### config.mk
export PLATFORM = sky130hd
export DESIGN_NAME = hilo_ctrl
export DESIGN_NICKNAME = d
export VERILOG_FILES = /design/src/rtl/hilo_pkg.sv /design/src/rtl/hilo_watchdog.sv /design/src/rtl/hilo_ctrl.sv
export SDC_FILE = /design/constraint.sdc
export NUM_CORES = 1
export LEC_CHECK = 0
export CAP_MARGIN = 20
export CORE_AREA = 2 2 110 112
export DETAILED_ROUTE_END_ITERATION = 16
export DIE_AREA = 0 0 112 114
export GPL_ROUTABILITY_DRIVEN = 0
export PLACE_DENSITY = 0.95
export SETUP_SLACK_MARGIN = 0.05
export SKIP_LAST_GASP = 1
export SLEW_MARGIN = 20
export SYNTH_ARGS = -nofsm -noshare
export SYNTH_HDL_FRONTEND = slang
export SYNTH_SLANG_ARGS = --single-unit
export TNS_END_PERCENT = 30
### constraint.sdc
create_clock -name clock -period 8.3 [get_ports clock]
set_clock_uncertainty 0.15 [all_clocks]
set_input_delay 2.075 -clock clock [delete_from_list [all_inputs] [get_ports clock]]
set_output_delay 2.075 -clock clock [all_outputs]
set_load 0.05 [all_outputs]
### src/rtl/hilo_pkg.sv
// Shared definitions for the HI/LO controller: FSM encoding, op codes,
// watchdog defaults.
`timescale 1ns/1ps
package hilo_pkg;

  typedef enum logic [2:0] {
    ST_IDLE     = 3'd0,
    ST_RUN_MULT = 3'd1,
    ST_RUN_DIV  = 3'd2,
    ST_CAPTURE  = 3'd3,
    ST_EXCP     = 3'd4
  } hilo_state_t;

  localparam logic OP_MULT = 1'b0;
  localparam logic OP_DIV  = 1'b1;

  localparam int unsigned TIMEOUT_DEFAULT = 64;

  // Watchdog counter width: wide enough to hold TIMEOUT-1, never below 7 bits.
  function automatic int unsigned wd_width(input int unsigned timeout);
    int unsigned w;
    w = $clog2(timeout) + 1;
    return (w < 7) ? 7 : w;
  endfunction

endpackage

### src/rtl/hilo_watchdog.sv
// Saturating cycle counter that flags when a unit has run TIMEOUT-1 cycles.
`timescale 1ns/1ps
module hilo_watchdog
  import hilo_pkg::*;
#(
  parameter int unsigned TIMEOUT = TIMEOUT_DEFAULT,
  parameter int unsigned W       = wd_width(TIMEOUT)
) (
  input  logic clock,
  input  logic reset,
  input  logic clr,
  input  logic inc,
  output logic expired
);

  localparam logic [W-1:0] LIMIT = W'(TIMEOUT - 1);

  logic [W-1:0] count_q;
  logic [W-1:0] count_d;

  // Next count: clear wins, increment saturates at all-ones.
  always_comb begin
    count_d = count_q;
    if (clr) begin
      count_d = '0;
    end else if (inc && (count_q != '1)) begin
      count_d = count_q + W'(1);
    end
  end

  // Counter register.
  always_ff @(posedge clock or posedge reset) begin
    if (reset) begin
      count_q <= '0;
    end else begin
      count_q <= count_d;
    end
  end

  assign expired = (count_q == LIMIT);

endmodule

### src/rtl/hilo_ctrl.sv
// HI/LO register controller: sequences the multiply/divide units, captures
// their results into HI/LO, handles mthi/mtlo moves, div-by-zero and timeout.
`timescale 1ns/1ps
module hilo_ctrl
  import hilo_pkg::*;
#(
  parameter int unsigned TIMEOUT = TIMEOUT_DEFAULT
) (
  input  logic        clock,
  input  logic        reset,
  input  logic        start,
  input  logic        op,
  output logic        multCtrl,
  output logic        divCtrl,
  input  logic        multDone,
  input  logic        divDone,
  input  logic        div0,
  input  logic [31:0] MultHIOut,
  input  logic [31:0] MultLOOut,
  input  logic [31:0] DivHIOut,
  input  logic [31:0] DivLOOut,
  input  logic        mthi,
  input  logic        mtlo,
  input  logic [31:0] RegAOut,
  output logic [31:0] HIOut,
  output logic [31:0] LOOut,
  output logic        busy,
  output logic        done,
  output logic        excpDiv0,
  output logic        excpTimeout
);

  hilo_state_t state_q, state_d;
  logic [31:0] hi_q, hi_d;
  logic [31:0] lo_q, lo_d;
  logic        cause_div0_q, cause_div0_d;
  logic        wd_clr;
  logic        wd_inc;
  logic        wd_expired;

  hilo_watchdog #(
    .TIMEOUT (TIMEOUT)
  ) u_watchdog (
    .clock   (clock),
    .reset   (reset),
    .clr     (wd_clr),
    .inc     (wd_inc),
    .expired (wd_expired)
  );

  // Next-state, HI/LO update and watchdog control.
  always_comb begin
    state_d      = state_q;
    hi_d         = hi_q;
    lo_d         = lo_q;
    cause_div0_d = cause_div0_q;
    wd_clr       = 1'b0;
    wd_inc       = 1'b0;
    case (state_q)
      ST_IDLE: begin
        if (mthi) hi_d = RegAOut;
        if (mtlo) lo_d = RegAOut;
        if (start) begin
          wd_clr  = 1'b1;
          state_d = (op == OP_DIV) ? ST_RUN_DIV : ST_RUN_MULT;
        end
      end
      ST_RUN_MULT: begin
        if (multDone) begin
          hi_d    = MultHIOut;
          lo_d    = MultLOOut;
          state_d = ST_CAPTURE;
        end else if (wd_expired) begin
          cause_div0_d = 1'b0;
          state_d      = ST_EXCP;
        end else begin
          wd_inc = 1'b1;
        end
      end
      ST_RUN_DIV: begin
        if (divDone) begin
          if (div0) begin
            cause_div0_d = 1'b1;
            state_d      = ST_EXCP;
          end else begin
            hi_d    = DivHIOut;
            lo_d    = DivLOOut;
            state_d = ST_CAPTURE;
          end
        end else if (wd_expired) begin
          cause_div0_d = 1'b0;
          state_d      = ST_EXCP;
        end else begin
          wd_inc = 1'b1;
        end
      end
      ST_CAPTURE: state_d = ST_IDLE;
      ST_EXCP:    state_d = ST_IDLE;
      default:    state_d = ST_IDLE;
    endcase
  end

  // State, HI/LO and exception-cause registers.
  always_ff @(posedge clock or posedge reset) begin
    if (reset) begin
      state_q      <= ST_IDLE;
      hi_q         <= '0;
      lo_q         <= '0;
      cause_div0_q <= 1'b0;
    end else begin
      state_q      <= state_d;
      hi_q         <= hi_d;
      lo_q         <= lo_d;
      cause_div0_q <= cause_div0_d;
    end
  end

  // Moore outputs decoded from the current state.
  always_comb begin
    multCtrl    = (state_q == ST_RUN_MULT);
    divCtrl     = (state_q == ST_RUN_DIV);
    busy        = (state_q != ST_IDLE);
    done        = (state_q == ST_CAPTURE);
    excpDiv0    = (state_q == ST_EXCP) &&  cause_div0_q;
    excpTimeout = (state_q == ST_EXCP) && !cause_div0_q;
  end

  assign HIOut = hi_q;
  assign LOOut = lo_q;

endmodule

After elaboration in Yosys (flattened, before gate mapping)
Index checks and enable logic that the tools add are counted.

word-level totals
  bits in registers = 75
  bits of input ports = 169
  logic and storage cells = 62

cells by class
  reductions and logical operators = 12
  equal/unequal tests = 14
  muxes and demuxes = 30
  $add $sub $neg = 1

operators with widths
  kind                                                   count
  2-to-1 mux 32 bit                                      8
  case mux 32 bit (3 select lines)                       2
  2-to-1 mux 3 bit                                       5
  2-to-1 mux 7 bit                                       2
  inequality test 2 bit, second input constant           5
  AND reduction 5 bit                                    2
  2-to-1 mux 1 bit                                       9
  case mux 3 bit (3 select lines)                        1
  adder 7 x 1 -> 7 bit, second input constant            1
  equality test 7 x 6 -> 1 bit, second input constant    1
  inequality test 7 bit, second input constant           1
  equality test 3 x 2 -> 1 bit, second input constant    2
  nonzero test 3 bit                                     2
  inequality test 2 x 1 -> 1 bit, second input constant  2
  case mux 1 bit (2 select lines)                        2
  nonzero test 2 bit                                     2
  equality test 3 x 1 -> 1 bit, second input constant    1
  equality test 3 bit, second input constant             1
  logical AND 1 bit                                      3
  logical NOT 3 bit                                      1
  inequality test 3 x 2 -> 1 bit, second input constant  1
  AND reduction 3 bit                                    1
  2-to-1 mux 2 bit                                       1
  logical NOT 1 bit                                      1

Depth between registers and ports, before layout
Gate-level depths: netlist (run 1).

  depth in word-level cells = 7
  gate-level depth with buffers = 7
  mapped depth without buffers = 5

Modules after synthesis
From an unflattened synthesis (run 1), not the netlist that was laid out.

second synthesis, totals
  cell total of the unflattened synthesis = 474
  area total of the unflattened synthesis = 5190.0 um2

modules (own cells, without submodules)
  module         times used  seq. area each (um2)  cells an instance  area an instance (um2)
  hilo_ctrl      1           1701.6                436                4803.4
  hilo_watchdog  1           175.2                 38                 386.6

Least setup slack after synthesis (run 1)
Ideal clock, no wire load.

  path type = register -> output
  start = reg state_q[0]
  end = out excpTimeout
  stages on the path, launching flop included = 6
  buffers on the path = 4
  arrival = 2588 ps
  path slack = 3487 ps
  cell sequence = dfrtp_1 -> buf_6 -> buf_2 -> clkbuf_1 -> buf_1 -> nor4_1

between the ends
  cells in the longest elaborated chain, start to end = 2

ends and longest elaborated chain
  what                    line              text
  from (decl)             hilo_ctrl.sv:33   hilo_state_t state_q, state_d;
  from (signal assigned)  hilo_ctrl.sv:111  state_q <= state_d;
  equality test 3 bit     hilo_ctrl.sv:125  excpTimeout = (state_q == ST_EXCP) && !cause_div0_q;
  logical AND 1 bit       hilo_ctrl.sv:125
  to (decl)               hilo_ctrl.sv:30   output logic excpTimeout

No other way between the ends.

Worst setup path in the final report (run 1)
  start = reg state_q[1]
  end = out divCtrl

between the ends
  cells in the longest elaborated chain, start to end = 1

ends and longest elaborated chain
  what                          line              text
  equality test 3 x 2 -> 1 bit  hilo_ctrl.sv:121  divCtrl = (state_q == ST_RUN_DIV);
  to (decl)                     hilo_ctrl.sv:14   output logic divCtrl,

No other way between the ends.

==> results of run 1 <==
[stage by stage]
stage | instance area, sq um | std cells
6_report | 7940 | 966
5_1_grt | 7940 | 966
4_1_cts | 7930 | 965
3_5_place_dp | 7570 | 949
3_3_place_gp | 7540 | 948
2_1_floorplan | 5190 | 616
[kinds of logic (layout without fill, tap and decap cells)]
logic type      after synthesis  after routing  synth area share
compound gates              182            182             0.260
xor+xnor                      2              2           0.00337
fa+ha+maj                     1              1           0.00241
buf+inv                      98            301            0.0832
flops                        75             75             0.362
mux                          65             65             0.133
simple gates                193            193             0.156
[area by class of cell]
cell class	count	area, sq um
clock buffer	12	267
inverter	38	144
clock inverter	4	95.1
sequential	75	1890
fill	897	3770
timing repair buffer	247	2470
tap	147	184
multi-input combinational	443	2890
[power by group through the flow]
stage                     clock (mW)  combinational (mW)  sequential, mW
after CTS                      0.474                2.15           0.724
after global placement             0                2.08           0.724
after floorplan                    0                1.03            1.20
after global routing           0.491                2.29           0.754
final                          0.468                2.15           0.726
after detailed placement           0                2.14           0.727
[worst register-to-register path, stage by stage (launching register included)]
cell      delay [ns]
dfrtp_4         0.83
buf_4           0.73
nor3_1          0.24
a211oi_4        0.77
buf_4           0.43
mux2_2          0.39
[Yosys cell counts (2+ instances only)]
cell type | count | area share
a211oi_4 | 2 | 0.0077
buf_1 | 12 | 0.0087
a221oi_1 | 32 | 0.054
buf_6 | 6 | 0.013
o31ai_1 | 5 | 0.0072
and2_1 | 2 | 0.0024
a211oi_1 | 2 | 0.0029
clkbuf_1 | 33 | 0.024
nor4b_4 | 2 | 0.0092
dfrtp_1 | 75 | 0.36
inv_1 | 36 | 0.026
nand2b_1 | 2 | 0.0024
nor2b_1 | 2 | 0.0024
mux2_2 | 30 | 0.065
buf_2 | 6 | 0.0058
nand3_1 | 2 | 0.0019
clkinv_1 | 2 | 0.0014
xor2_1 | 2 | 0.0034
buf_4 | 3 | 0.0043
a21oi_1 | 36 | 0.035
nor2_1 | 101 | 0.073
mux2i_1 | 33 | 0.064
o211ai_1 | 34 | 0.049
nand2_1 | 69 | 0.050
a31oi_1 | 33 | 0.040
mux2_1 | 2 | 0.0043
o221ai_1 | 32 | 0.054
nor3_1 | 7 | 0.0067
[registers in the layout (all words and copies together) (netlist names)]
register	flops
u_watchdog.count_q	7
HIOut	32
cause_div0_q	1
state_q	3
LOOut	32
[metal layers]
layer	wire, um	vias up	global-route usage
met5	0	-	0
met4	640	0	0.135
met3	1420	56	0.0526
met2	8310	316	0.444
met1	6680	2641	0.306
li1	-	2658	-
[worst paths after layout]
| kind | cells past startpoint | slack (ns) | start | endpoint |
|---|---|---|---|---|
| max in group asynchronous | 3 | 5.05 | reset | state_q[0] |
| worst max register to register | 5 | 4.64 | state_q[1] | LOOut[13] |
| min in group asynchronous | 3 | 2.20 | reset | LOOut[19] |
| worst min register to register | 1 | 0.34 | HIOut[28] | HIOut[28] |
| worst max-delay path | 3 | 2.58 | state_q[1] | divCtrl |
| worst min-delay path | 1 | 0.34 | HIOut[28] | HIOut[28] |
==> out/results.ini, run 1 <==
[run_status]
status=complete, no violations

[synth]
synth_flop_cell=dfrtp_1
synth_seq_cells=75
avgSynthCellArea_sq_um=8.43
synth-async-reset-ratio=1.00
synth_edf_count=0
synth_nets=786
yosysSeqAreaShare=0.362
synth_cell_types=41
synth_cells=616
syn_area_sq_um=5190
ys_warn_count=0

[detailed_routing]
drc=0
firstDrtPassIters=5
vias=5671
drt-vias-per-instance=5.87
wirelength_um=17000
ant_nets=0
drt_iter0_drc=493
wl_per_cell_um=17.6

[cts]
cts.sinks=75
clkSlewWorstSetupHoldPaths_ns=0.06
post_cts_buffers=0
cts_buffers=9
cts_tree=done
htree_levels=3
worst_skew_pair.late_latency_ns=0.33
cts_resized=0
clk_path_buf_depth=2
hold_buffers=0
root_buffer=clkbuf_16

[pwr]
ir_drop_uv=250
clockPowerShare=0.140
power_density_nw_per_um2=421
leakage_nw=3.29
combPwrFrac=0.643
fin_total_pwr_mw=3.35
p_int_mw=1.71
p_seq_frac=0.217
power_switching_mw=1.64
swShare=0.490

[layout]
fin_util=0.678
layout_common_cells=238 x clkdlybuf4s50_1, 100 x nor2_1, 72 x dfrtp_1
layout.nets=984
n_antenna_cell=0
final_common_cell=clkdlybuf4s50_1
area_delta_synth_final_pct=53.0
drive_gt1_frac=0.0818

[grt]
grt_pass1_wl_um=26600
grt_pass1_vias=5507
antenna_found_initial=0
grt_overflow=0
grt_max_degree=80
grt_use_total=0.258

[setup_path]
max_stage_delay_ns=0.91
path_cells=clkinv_1, nor3_1, clkdlybuf4s50_1
crit_slowest_cell=clkdlybuf4s50_1
crit_required_ns=6.08
worstSetupStartpointType=flop
crit_family=buffers and inverters
arrival_ns=3.50
crit_type=reg -> out
crit_fanout=69
path_buf_inv=2
end_kind=output port

[placement]
pre_cts_ws_ns=2.38
portBuffers=238
dp_hpwl_um=11900

[sta]
slew_violations=0
finalCritPeriodShare=0.689
setup-violations-final=0
finalSetupTns_ns=0
final_hold_viol_count=0
rsz0062_at_grt=false
min_period_ns=5.72
max_freq_mhz=175
whs_ns=0.338
worstMarginPinSlew_ns=0.992
slew_headroom=0.339
worst_slack_ns=2.58

[floorplan]
dieArea_sq_um=12800
io_pins=239
start_util=0.443
die_h_um=114
core_sq_um=11700
die_w_um=112
rows=40

[hold_path]
hp-class=reg -> reg

[job]
maxCapViolCount=0

No activity file was read; power rests on OpenSTA's default activity.
==> run 2: changes to the inputs <==
--- a/config.mk
+++ b/config.mk
@@ -6,11 +6,11 @@
 export NUM_CORES = 1
 export LEC_CHECK = 0
 export CAP_MARGIN = 20
-export CORE_AREA = 2 2 110 112
+export CORE_AREA = 2 2 120 122
 export DETAILED_ROUTE_END_ITERATION = 16
-export DIE_AREA = 0 0 112 114
+export DIE_AREA = 0 0 122 124
 export GPL_ROUTABILITY_DRIVEN = 0
-export PLACE_DENSITY = 0.95
+export PLACE_DENSITY = 0.89
 export SETUP_SLACK_MARGIN = 0.05
 export SKIP_LAST_GASP = 1
 export SLEW_MARGIN = 20
==> constraint.sdc (replaced) <==
create_clock -name clock -period 4.6 [get_ports clock]
set_clock_uncertainty 0.15 [all_clocks]
set_input_delay 1.15 -clock clock [delete_from_list [all_inputs] [get_ports clock]]
set_output_delay 1.15 -clock clock [all_outputs]
set_load 0.05 [all_outputs]
==> run 2 against run 1 <==
Net effect:
- clock-buffer cell count shrank 1
- worst setup slack lost 1.5 ns
- final area grew 0.17%
- sequential power grew 71%
- first-iteration DRC count shrank 32%
- critical endpoint is now multCtrl
- clock power grew 48%
==> out/results.ini, run 2 (synthesis gave the netlist of run 1 again) <==
[run_status]
status=complete, no violations  ; unchanged

[detailed_routing]
drt-vias-per-instance=5.70  ; was 5.87
drc=0  ; unchanged
ant_nets=0  ; unchanged
wl_per_cell_um=17.5  ; was 17.6 um
wirelength_um=17500  ; was 17000 um
firstDrtPassIters=5  ; unchanged
vias=5704  ; was 5671
drt_iter0_drc=335  ; was 493

[cts]
cts_resized=0  ; unchanged
worst_skew_pair.late_latency_ns=0.32  ; was 0.33 ns
root_buffer=clkbuf_16  ; unchanged
post_cts_buffers=0  ; unchanged
hold_buffers=0  ; unchanged
htree_levels=3  ; unchanged
cts.sinks=75  ; unchanged
clk_path_buf_depth=2  ; unchanged
clkSlewWorstSetupHoldPaths_ns=0.06  ; about the same
cts_tree=done  ; unchanged
cts_buffers=9  ; unchanged

[setup_path]
critical_path.endpoint=multCtrl  ; was divCtrl
arrival_ns=2.24  ; was 3.50 ns
crit_type=reg -> out  ; unchanged
reg2reg_setup_slack_ns=1.49  ; was 4.64 ns
reg2reg_depth=5  ; unchanged
crit_required_ns=3.30  ; was 6.08 ns
worstSetupStartpointType=flop  ; unchanged
end_kind=output port  ; unchanged
crit-reg2reg-launch=state_q[0]  ; was state_q[1]
cp-startpoint=state_q[0]  ; was state_q[1]
r2r-end=HIOut[31]  ; was LOOut[13]
crit_fanout=34  ; was 69

[layout]
regArea_sq_um=1890  ; about the same
layout.nets=986  ; was 984
multiInputGateArea_sq_um=2900  ; was 2890 sq um
fill_cells=1171  ; was 897
fin_cells=1001  ; was 966
final_common_cell=clkdlybuf4s50_1  ; unchanged
drive_gt1_frac=0.0865  ; was 0.0818
area_delta_synth_final_pct=53.2  ; was 53.0%
n_antenna_cell=0  ; unchanged
layout_common_cells=234 x clkdlybuf4s50_1, 100 x nor2_1, 72 x dfrtp_1  ; was 238 x clkdlybuf4s50_1, 100 x nor2_1, 72 x dfrtp_1

[floorplan]
io_pins=239  ; unchanged
die_w_um=122  ; was 112 um
start_util=0.378  ; was 0.443
core_sq_um=13700  ; was 11700 sq um
dieArea_sq_um=15100  ; was 12800 sq um
die_h_um=124  ; was 114 um
rows=43  ; was 40

[sta]
finalSetupTns_ns=0  ; unchanged
worst_slack_ns=1.06  ; was 2.58 ns
finalCritPeriodShare=0.770
min_period_ns=3.54
worstMarginPinSlew_ns=1.08  ; was 0.992 ns
slew_violations=0  ; unchanged
rsz0062_at_grt=false  ; unchanged
whs_ns=0.342  ; was 0.338 ns
slew_headroom=0.283  ; was 0.339
setup-violations-final=0  ; unchanged
final_hold_viol_count=0  ; unchanged
max_freq_mhz=282

[pwr]
leakage_nw=3.28  ; was 3.29 nW
ir_drop_uv=389  ; was 250 uV
power_density_nw_per_um2=741  ; was 421 nW/um^2

[hold_path]
min_from=u_watchdog.count_q[6]  ; was HIOut[28]
hp-class=reg -> reg  ; unchanged

[grt]
antenna_found_initial=0  ; unchanged
grt_util_met3=0.0394  ; was 0.0526
grt_max_degree=110  ; was 80
grt_pass1_vias=5505  ; was 5507
met1_usage=0.278  ; was 0.306
grtUsageMet2=0.392  ; was 0.444
grt_use_total=0.226  ; was 0.258
grt_overflow=0  ; unchanged
top_usage_layer=met2  ; unchanged
grt_pass1_wl_um=27200  ; was 26600 um

[placement]
portBuffers=238  ; unchanged
dp_hpwl_um=12600  ; was 11900 um
place_inst=985  ; was 949
pre_cts_ws_ns=1.22  ; was 2.38 ns

[job]
maxCapViolCount=0  ; unchanged

## run 2: metrics by stage
| stage | power, mW | util | cell area [sq um] |
|---|---|---|---|
| detailed placement | 5.20 | 0.558 | 7660 |
| CTS | 5.91 | 0.580 | 7960 |
| global route | 6.24 | 0.580 | 7960 |
| finish | 5.90 | 0.580 | 7960 |
| floorplan | 4.02 | - | 5190 |
| global placement | 5.10 | 0.558 | 7660 |
## run 2: worst min path at each step
stage	end	cells past startpoint
after floorplan	u_watchdog.count_q[6]	1
after global placement	HIOut[28]	1
after detailed placement	HIOut[28]	1
after CTS	HIOut[28]	1
after global routing	u_watchdog.count_q[6]	1
final	u_watchdog.count_q[6]	1
## run 2: cell type report
type,count,share of cell area
Timing Repair Buffer,249,0.315
Tap cell,180,0.0283
Clock inverter,5,0.00661
Multi-Input combinational cell,443,0.364
Sequential cell,75,0.237
Inverter,38,0.0181
Clock buffer,11,0.0305
## run 2: critical path, cell delays in order, from the launching register on
cell,delay (ns)
dfrtp_4,0.64
inv_1,0.16
nor3_1,0.27
clkdlybuf4s50_1,0.84
## run 2: per-layer routing
| layer | part of all wire | wire, um |
|---|---|---|
| met4 | 0.029 | 512 |
| met5 | 0 | 0 |
| met1 | 0.40 | 7030 |
| met2 | 0.50 | 8690 |
| met3 | 0.074 | 1300 |
## run 2: report_power, final
group	total, mW	leakage, nW	internal [mW]	switching, mW
clock network	0.693	0.145	0.432	0.261
registers	1.24	0.872	1.00	0.238
logic	3.97	2.27	1.52	2.45
total	5.90	3.28	2.95	2.95
